## src/rtl/tcdm_bank_arbiter_if.sv

```systemverilog
// Bus bundle for one TCDM bank arbiter: NB_IN requester ports plus the single bank port.
// The slave modport is the arbiter's view. The master modport is the environment's view
// (the interconnect routing stage together with the bank).
interface tcdm_bank_arbiter_if #(
    parameter int unsigned NB_IN          = 4,
    parameter int unsigned DATA_WIDTH     = 32,
    parameter int unsigned ADDR_MEM_WIDTH = 11,
    parameter int unsigned BE_WIDTH       = DATA_WIDTH / 8
);
    // requester side
    logic [NB_IN-1:0]                     req_i;
    logic [NB_IN-1:0][ADDR_MEM_WIDTH-1:0] add_i;
    logic [NB_IN-1:0]                     wen_i;
    logic [NB_IN-1:0][DATA_WIDTH-1:0]     wdata_i;
    logic [NB_IN-1:0][BE_WIDTH-1:0]       be_i;
    logic [NB_IN-1:0]                     gnt_o;
    logic [NB_IN-1:0]                     r_valid_o;
    logic [DATA_WIDTH-1:0]                r_rdata_o;
    // bank side
    logic                                 req_o;
    logic [ADDR_MEM_WIDTH-1:0]            add_o;
    logic                                 wen_o;
    logic [DATA_WIDTH-1:0]                wdata_o;
    logic [BE_WIDTH-1:0]                  be_o;
    logic                                 gnt_i;
    logic [DATA_WIDTH-1:0]                rdata_i;

    modport slave (
        input  req_i, add_i, wen_i, wdata_i, be_i, gnt_i, rdata_i,
        output gnt_o, r_valid_o, r_rdata_o, req_o, add_o, wen_o, wdata_o, be_o
    );

    modport master (
        output req_i, add_i, wen_i, wdata_i, be_i, gnt_i, rdata_i,
        input  gnt_o, r_valid_o, r_rdata_o, req_o, add_o, wen_o, wdata_o, be_o
    );
endinterface

```

## src/rtl/tcdm_bank_arbiter.sv

```systemverilog
// Per-bank arbiter: picks one of NB_IN requesters per cycle (round-robin / fixed-priority) for one SRAM bank port.
// Latency: grant is combinational in the request cycle; the response (r_valid_o/r_rdata_o) comes exactly 1 cycle later.
// Backpressure: gnt_i=0 stalls, with no grant and no pointer/response update. Optional aging (macro TCDM_ARB_AGING_EN) prevents starvation.
module tcdm_bank_arbiter #(
    parameter int unsigned NB_IN          = 4,
    parameter int unsigned DATA_WIDTH     = 32,
    parameter int unsigned ADDR_MEM_WIDTH = 11,
    parameter int unsigned BE_WIDTH       = DATA_WIDTH / 8,
    parameter int unsigned STARVE_LIMIT   = 15
) (
    input  logic                 clk_i,
    input  logic                 rst_ni,
    input  logic [1:0]           arb_policy_i,
    tcdm_bank_arbiter_if.slave   bus
);
    localparam int unsigned PTR_W = $clog2(NB_IN);

    typedef enum logic [1:0] {
        POL_RR     = 2'b00,
        POL_FIX_LO = 2'b01,
        POL_FIX_HI = 2'b10,
        POL_RR_ALT = 2'b11
    } pol_e;

    pol_e             r_pol_q;
    logic [PTR_W-1:0] r_rr_ptr_q;
    logic [NB_IN-1:0] r_resp_q;

    logic [NB_IN-1:0] w_starved;
    logic             w_win_vld;
    logic [PTR_W-1:0] w_win;
    logic             w_accept;
    logic [NB_IN-1:0] w_gnt;
    int               w_rr_idx;

`ifdef TCDM_ARB_AGING_EN
    localparam int unsigned CNT_W = $clog2(STARVE_LIMIT + 1);

    logic [NB_IN-1:0][CNT_W-1:0] r_age_q;

    // Count cycles each input waits with its request up. Clear on grant or when the request drops.
    // The counters keep running while the bank stalls.
    always_ff @(posedge clk_i or negedge rst_ni) begin
        if (!rst_ni) begin
            r_age_q <= '0;
        end else begin
            for (int k = 0; k < NB_IN; k++) begin
                if (!bus.req_i[k] || w_gnt[k]) begin
                    r_age_q[k] <= '0;
                end else if (r_age_q[k] != CNT_W'(STARVE_LIMIT)) begin
                    r_age_q[k] <= r_age_q[k] + 1'b1;
                end
            end
        end
    end

    // An input is starved once its counter saturates while it still requests.
    always_comb begin
        w_starved = '0;
        for (int k = 0; k < NB_IN; k++) begin
            w_starved[k] = bus.req_i[k] && (r_age_q[k] == CNT_W'(STARVE_LIMIT));
        end
    end
`else
    assign w_starved = '0;

    // STARVE_LIMIT only sizes the aging counters. It is kept as a parameter so both builds share one port list.
    if (STARVE_LIMIT < 1) begin : g_starve_limit_unused
    end
`endif

    // Winner selection. Starved inputs override the policy (lowest index first).
    // Otherwise: fixed-low, fixed-high, or round-robin from r_rr_ptr_q.
    // The descending loops let the preferred candidate be written last.
    always_comb begin
        w_win_vld = 1'b0;
        w_win     = '0;
        w_rr_idx  = 0;
        if (|w_starved) begin
            for (int i = NB_IN - 1; i >= 0; i--) begin
                if (w_starved[i]) begin
                    w_win_vld = 1'b1;
                    w_win     = PTR_W'(i);
                end
            end
        end else begin
            case (r_pol_q)
                POL_FIX_LO: begin
                    for (int i = NB_IN - 1; i >= 0; i--) begin
                        if (bus.req_i[i]) begin
                            w_win_vld = 1'b1;
                            w_win     = PTR_W'(i);
                        end
                    end
                end
                POL_FIX_HI: begin
                    for (int i = 0; i < NB_IN; i++) begin
                        if (bus.req_i[i]) begin
                            w_win_vld = 1'b1;
                            w_win     = PTR_W'(i);
                        end
                    end
                end
                default: begin
                    for (int i = NB_IN - 1; i >= 0; i--) begin
                        w_rr_idx = int'(r_rr_ptr_q) + i;
                        if (w_rr_idx >= int'(NB_IN)) w_rr_idx = w_rr_idx - int'(NB_IN);
                        if (bus.req_i[w_rr_idx]) begin
                            w_win_vld = 1'b1;
                            w_win     = PTR_W'(w_rr_idx);
                        end
                    end
                end
            endcase
        end
    end

    assign w_accept = w_win_vld & bus.gnt_i;

    // Grant is one-hot on the winner, and only when the bank accepts this cycle.
    always_comb begin
        w_gnt = '0;
        if (w_accept) w_gnt[w_win] = 1'b1;
    end

    // Bank-side request: mux the winner's fields. It is idle (all zero, wen=1 i.e. read) when nothing is pending.
    always_comb begin
        bus.req_o   = |bus.req_i;
        bus.add_o   = '0;
        bus.wen_o   = 1'b1;
        bus.wdata_o = '0;
        bus.be_o    = '0;
        if (w_win_vld) begin
            bus.add_o   = bus.add_i[w_win];
            bus.wen_o   = bus.wen_i[w_win];
            bus.wdata_o = bus.wdata_i[w_win];
            bus.be_o    = bus.be_i[w_win];
        end
    end

    assign bus.gnt_o     = w_gnt;
    assign bus.r_valid_o = r_resp_q;
    assign bus.r_rdata_o = (|r_resp_q) ? bus.rdata_i : '0;

    // Policy is registered every cycle. The pointer advances past the winner only on an accepted grant.
    // The response tracks the grant one cycle later (reads and writes alike).
    always_ff @(posedge clk_i or negedge rst_ni) begin
        if (!rst_ni) begin
            r_pol_q    <= POL_RR;
            r_rr_ptr_q <= '0;
            r_resp_q   <= '0;
        end else begin
            r_pol_q  <= pol_e'(arb_policy_i);
            r_resp_q <= w_gnt;
            if (w_accept) begin
                r_rr_ptr_q <= (w_win == PTR_W'(NB_IN - 1)) ? '0 : w_win + 1'b1;
            end
        end
    end
endmodule

```

## src/flat_wrapper.sv

```systemverilog
// flat-port wrapper written by rule: the top's interface ports become plain ports
module tcdm_bank_arbiter_flat 
#(
    parameter int unsigned NB_IN          = 4,
    parameter int unsigned DATA_WIDTH     = 32,
    parameter int unsigned ADDR_MEM_WIDTH = 11,
    parameter int unsigned BE_WIDTH       = DATA_WIDTH / 8,
    parameter int unsigned STARVE_LIMIT   = 15
)
  (clk_i, rst_ni, arb_policy_i, bus_req_i, bus_add_i, bus_wen_i, bus_wdata_i, bus_be_i, bus_gnt_i, bus_rdata_i, bus_gnt_o, bus_r_valid_o, bus_r_rdata_o, bus_req_o, bus_add_o, bus_wen_o, bus_wdata_o, bus_be_o);
  tcdm_bank_arbiter_if #(.NB_IN(NB_IN), .DATA_WIDTH(DATA_WIDTH), .ADDR_MEM_WIDTH(ADDR_MEM_WIDTH), .BE_WIDTH(BE_WIDTH)) bus_i ();
  input  logic clk_i;
  input  logic rst_ni;
  input  logic [1:0] arb_policy_i;
  input wire logic [$bits(bus_i.req_i)-1:0] bus_req_i;
  input wire logic [$bits(bus_i.add_i)-1:0] bus_add_i;
  input wire logic [$bits(bus_i.wen_i)-1:0] bus_wen_i;
  input wire logic [$bits(bus_i.wdata_i)-1:0] bus_wdata_i;
  input wire logic [$bits(bus_i.be_i)-1:0] bus_be_i;
  input wire logic [$bits(bus_i.gnt_i)-1:0] bus_gnt_i;
  input wire logic [$bits(bus_i.rdata_i)-1:0] bus_rdata_i;
  output wire logic [$bits(bus_i.gnt_o)-1:0] bus_gnt_o;
  output wire logic [$bits(bus_i.r_valid_o)-1:0] bus_r_valid_o;
  output wire logic [$bits(bus_i.r_rdata_o)-1:0] bus_r_rdata_o;
  output wire logic [$bits(bus_i.req_o)-1:0] bus_req_o;
  output wire logic [$bits(bus_i.add_o)-1:0] bus_add_o;
  output wire logic [$bits(bus_i.wen_o)-1:0] bus_wen_o;
  output wire logic [$bits(bus_i.wdata_o)-1:0] bus_wdata_o;
  output wire logic [$bits(bus_i.be_o)-1:0] bus_be_o;
  assign bus_i.req_i = bus_req_i;
  assign bus_i.add_i = bus_add_i;
  assign bus_i.wen_i = bus_wen_i;
  assign bus_i.wdata_i = bus_wdata_i;
  assign bus_i.be_i = bus_be_i;
  assign bus_i.gnt_i = bus_gnt_i;
  assign bus_i.rdata_i = bus_rdata_i;
  assign bus_gnt_o = bus_i.gnt_o;
  assign bus_r_valid_o = bus_i.r_valid_o;
  assign bus_r_rdata_o = bus_i.r_rdata_o;
  assign bus_req_o = bus_i.req_o;
  assign bus_add_o = bus_i.add_o;
  assign bus_wen_o = bus_i.wen_o;
  assign bus_wdata_o = bus_i.wdata_o;
  assign bus_be_o = bus_i.be_o;
  tcdm_bank_arbiter #(.NB_IN(NB_IN), .DATA_WIDTH(DATA_WIDTH), .ADDR_MEM_WIDTH(ADDR_MEM_WIDTH), .BE_WIDTH(BE_WIDTH), .STARVE_LIMIT(STARVE_LIMIT)) u_core (.clk_i(clk_i), .rst_ni(rst_ni), .arb_policy_i(arb_policy_i), .bus(bus_i));
endmodule
```

## config.mk

```make
export PLATFORM = sky130hd
export DESIGN_NAME = tcdm_bank_arbiter_flat
export DESIGN_NICKNAME = d
export VERILOG_FILES = /design/src/rtl/tcdm_bank_arbiter_if.sv /design/src/rtl/tcdm_bank_arbiter.sv /design/src/flat_wrapper.sv
export SDC_FILE = /design/constraint.sdc
export NUM_CORES = 1
export LEC_CHECK = 0
export BUFFER_PORTS_ARGS = -buffer_cell sky130_fd_sc_hd__buf_2
export CAP_MARGIN = 20
export CORE_AREA = 8 8 119 121
export CTS_BUF_LIST = sky130_fd_sc_hd__clkbuf_4 sky130_fd_sc_hd__clkbuf_8
export CTS_CLUSTER_SIZE = 16
export DETAILED_ROUTE_END_ITERATION = 7
export DIE_AREA = 0 0 127 129
export MAX_ROUTING_LAYER = met4
export SYNTH_ARGS = -nofsm -noshare
export SYNTH_HDL_FRONTEND = slang
export SYNTH_SLANG_ARGS = --single-unit
```

## constraint.sdc

```tcl
create_clock -name clk_i -period 3.5 [get_ports clk_i]
set_clock_uncertainty 0.1 [all_clocks]
set_input_delay 0.7 -clock clk_i [delete_from_list [all_inputs] [get_ports clk_i]]
set_output_delay 0.7 -clock clk_i [all_outputs]
set_load 0.01 [all_outputs]
```

==> results.sh <==
export IMPL_status="completed"
export IMPL_final_setup_viol_count=0
export IMPL_placed_cells=710
export IMPL_syn_num_nets=494
export IMPL_fin_setup_tns_ns=0
export IMPL_rr_startpoint="u_core.r_pol_q[1]$_DFF_PN0_"
export IMPL_start_kind="flip-flop"
export IMPL_crit_type="flip-flop to output port"
export IMPL_hold_violations=0
export IMPL_cp_slowest_cell="ha_2"
export IMPL_portBuffers=321
export IMPL_first_iter_violations=96
export IMPL_clock_sinks=8
export IMPL_finalPower_uw=1579
export IMPL_cp_required_ns=2.70
export IMPL_ys_async_sr_fraction_pct=100.0
export IMPL_first_pass_iters=4
export IMPL_vdd_ir_drop_max_v=0.0001433
export IMPL_yosysSeqAreaShare_pct=9.467
export IMPL_maxSlewHeadroom_pct=80.40
export IMPL_core_region_area_um2=12310
export IMPL_grt_max_degree=53
export IMPL_min_path_type="input pin to async pin"
export IMPL_num_vias=3193
export IMPL_remaining_drc_errors=0
export IMPL_final_core_util_pct=32.40
export IMPL_p_leak_uw=0.002553
export IMPL_num_rows=41
export IMPL_powerDensity_nw_per_um2=395.9
export IMPL_antenna_found_initial=0
export IMPL_cts_tree="yes"
export IMPL_pin_count=322
export IMPL_slew_violations=0
export IMPL_yosysTopAreaCell="mux2i_1"
export IMPL_worst_r2r_setup_slack_ns=1.04
export IMPL_final_cells=716
export IMPL_ys_types=26
export IMPL_grt_ovfl_total=0
export IMPL_fill_cells=1329
export IMPL_nets=807
export IMPL_grt_pass1_vias=3260
export IMPL_worst_pin_slew_ns=0.2940
export IMPL_synth_warnings=0
export IMPL_crit_chain="ha_2 > nor2_1 > o211ai_1 > o221ai_1 > a31oi_4 > buf_12 > buf_12 > mux2i_1 > o22ai_1 > buf_2"
export IMPL_end_kind="output port"
export IMPL_netlist_instances=255
export IMPL_crit_fanout=27
export IMPL_slowest_delay_ns=0.42
export IMPL_yosysTopAreaCellShare_pct=44.97
export IMPL_drtAntennaViolNets=0
export IMPL_synth_avg_cell_area_um2=8.292
export IMPL_htree_num_levels=1
export IMPL_cp_common_cell="buf_12"
export IMPL_synth_area_um2=2115
export IMPL_ys_flop_type="dfrtp_1"
export IMPL_clock_path_buffers=2
export IMPL_area_growth_pct=88.64
export IMPL_diodes=0
export IMPL_max_freq_mhz=300.1
export IMPL_clkSlewWorstSetupHoldPaths_ns=0.04
export IMPL_synth_edf_count=0
export IMPL_rsz0062_at_grt="no"
export IMPL_place_ws_ns=0.1823
export IMPL_netlist_top_cells_area="mux2i_1 45%, o22ai_1 14%, nor2b_1 9.8%"
export IMPL_wl_um=11930
export IMPL_clock_latency_ns=0.23
export IMPL_dp_hpwl_um=10350
export IMPL_rr_worst_depth=9
export IMPL_vias_per_cell=4.459
export IMPL_period_share_pct=95.22
export IMPL_drive_above_1_share_pct=60.25
export IMPL_die_y_um=129
export IMPL_r2r_end="u_core.r_rr_ptr_q[1]$_DFFE_PN0P_"
export IMPL_setup_ws_ns=0.1674
export IMPL_cap_violations=0
export IMPL_grt_usage_pct=12.86
export IMPL_dieWidth_um=127
export IMPL_arrival_ns=2.53
export IMPL_critPathTopFamily="compound AO/OA/AOI/OAI gates"
export IMPL_cts_root_buffer="clkbuf_8"
export IMPL_synthTopCellsByCount="95 x mux2i_1, 47 x o22ai_1, 33 x nor2b_1, 10 x clkbuf_1"
export IMPL_dieArea_um2=16380
export IMPL_grt_first_pass_wirelength_um=16920
export IMPL_start_util_pct=17.17
export IMPL_cp_num_buf_inv=3
export IMPL_fin_crit_ns=3.333
export IMPL_cts_made_buffers=3
export IMPL_synth_seq_cells=8
export IMPL_wl_per_cell_um=16.66
export IMPL_yosys_cell_count_top_type="mux2i_1"
export IMPL_place_gp_congestion=0.8757
-- how the worst max path moves through the flow --
stage                      end                         from  cells after the start
5_1_grt        bus_wdata_o[21]  u_core.r_pol_q[0]$_DFF_PN0_                     11
3_5_place_dp      bus_add_o[1]                 bus_req_i[3]                     10
4_1_cts           bus_add_o[1]  u_core.r_pol_q[1]$_DFF_PN0_                     10
6_report          bus_add_o[1]  u_core.r_pol_q[1]$_DFF_PN0_                     10
3_3_place_gp   bus_wdata_o[29]                 bus_req_i[3]                     10
2_1_floorplan     bus_gnt_o[1]                 bus_req_i[3]                     10
-- metal layers --
layer | global-route usage [%] | up-vias | part of all wire [%]
li1 | - | 1590 | -
met1 | 13.74 | 1408 | 39
met2 | 24.47 | 193 | 52
met3 | 3.269 | 2 | 8.9
met4 | 0.5598 | 0 | 0.11
met5 | - | - | 0
-- registers in the layout, summed over array words and instances (netlist names) --
signal                count
u_core.bus.r_valid_o      4
u_core.r_pol_q            2
u_core.r_rr_ptr_q         2
-- report_power, final --
group / switching, µW / internal, µW / leakage (µW)
combinational: 704 / 639 / 0.00243
sequential: 17.6 / 108 / 0.000102
clock: 36.7 / 74.6 / 0.0000216
-- cell usage in the layout, fill, tap and decap left out --
master,netlist,final
nor2_1,3,3
nand2_1,6,5
a21o_1,1,1
dfrtp_1,8,8
nor4_2,0,1
and2_1,1,1
mux2_1,2,2
o211ai_1,2,2
o21ai_1,2,2
nand2b_1,2,2
clkbuf_16,0,1
o31a_1,2,1
o31a_2,0,1
inv_2,1,1
ha_2,0,1
buf_4,8,5
nor2b_1,33,33
o221ai_1,2,2
buf_8,0,1
nand2_2,0,1
buf_2,3,321
inv_1,5,5
mux2i_1,95,95
a31oi_4,0,1
o22ai_1,47,47
a2bb2oi_1,1,1
and3_1,4,4
ha_1,6,5
a21oi_1,6,6
buf_12,0,4
clkbuf_8,0,3
-- timing repair --
item / in CTS / in global routing
gates resized for setup: 0 / 3
hold buffers: 0 / 0
setup buffers: 0 / 2
endpoints found under the setup margin: 0 / 13
-- cells by family after synthesis --
family | synth area share, %
compound gates | 19.23
fa+ha+maj | 3.550
buf+inv | 7.988
flops | 9.467
mux | 46.04
simple gates | 13.73
-- area by class of cell --
type	count	area (µm²)	share of cell area, %
repair buffers	332	1764	44.23
well taps	150	187.7	4.705
multi-input cells	217	1773	44.45
clock buffers	3	41.29	1.035
inverters	6	22.52	0.5646
flip-flops and latches	8	200.2	5.019
-- metrics by stage --
step | hold WS (ns) | cell area (µm²)
floorplan | 0.3044 | 2115
global placement | 0.4528 | 3910
detailed placement | 0.4549 | 3910
CTS | 0.2136 | 3951
global route | 0.2212 | 3989
finish | 0.2101 | 3989
No activity file was read; power rests on OpenSTA's default activity.
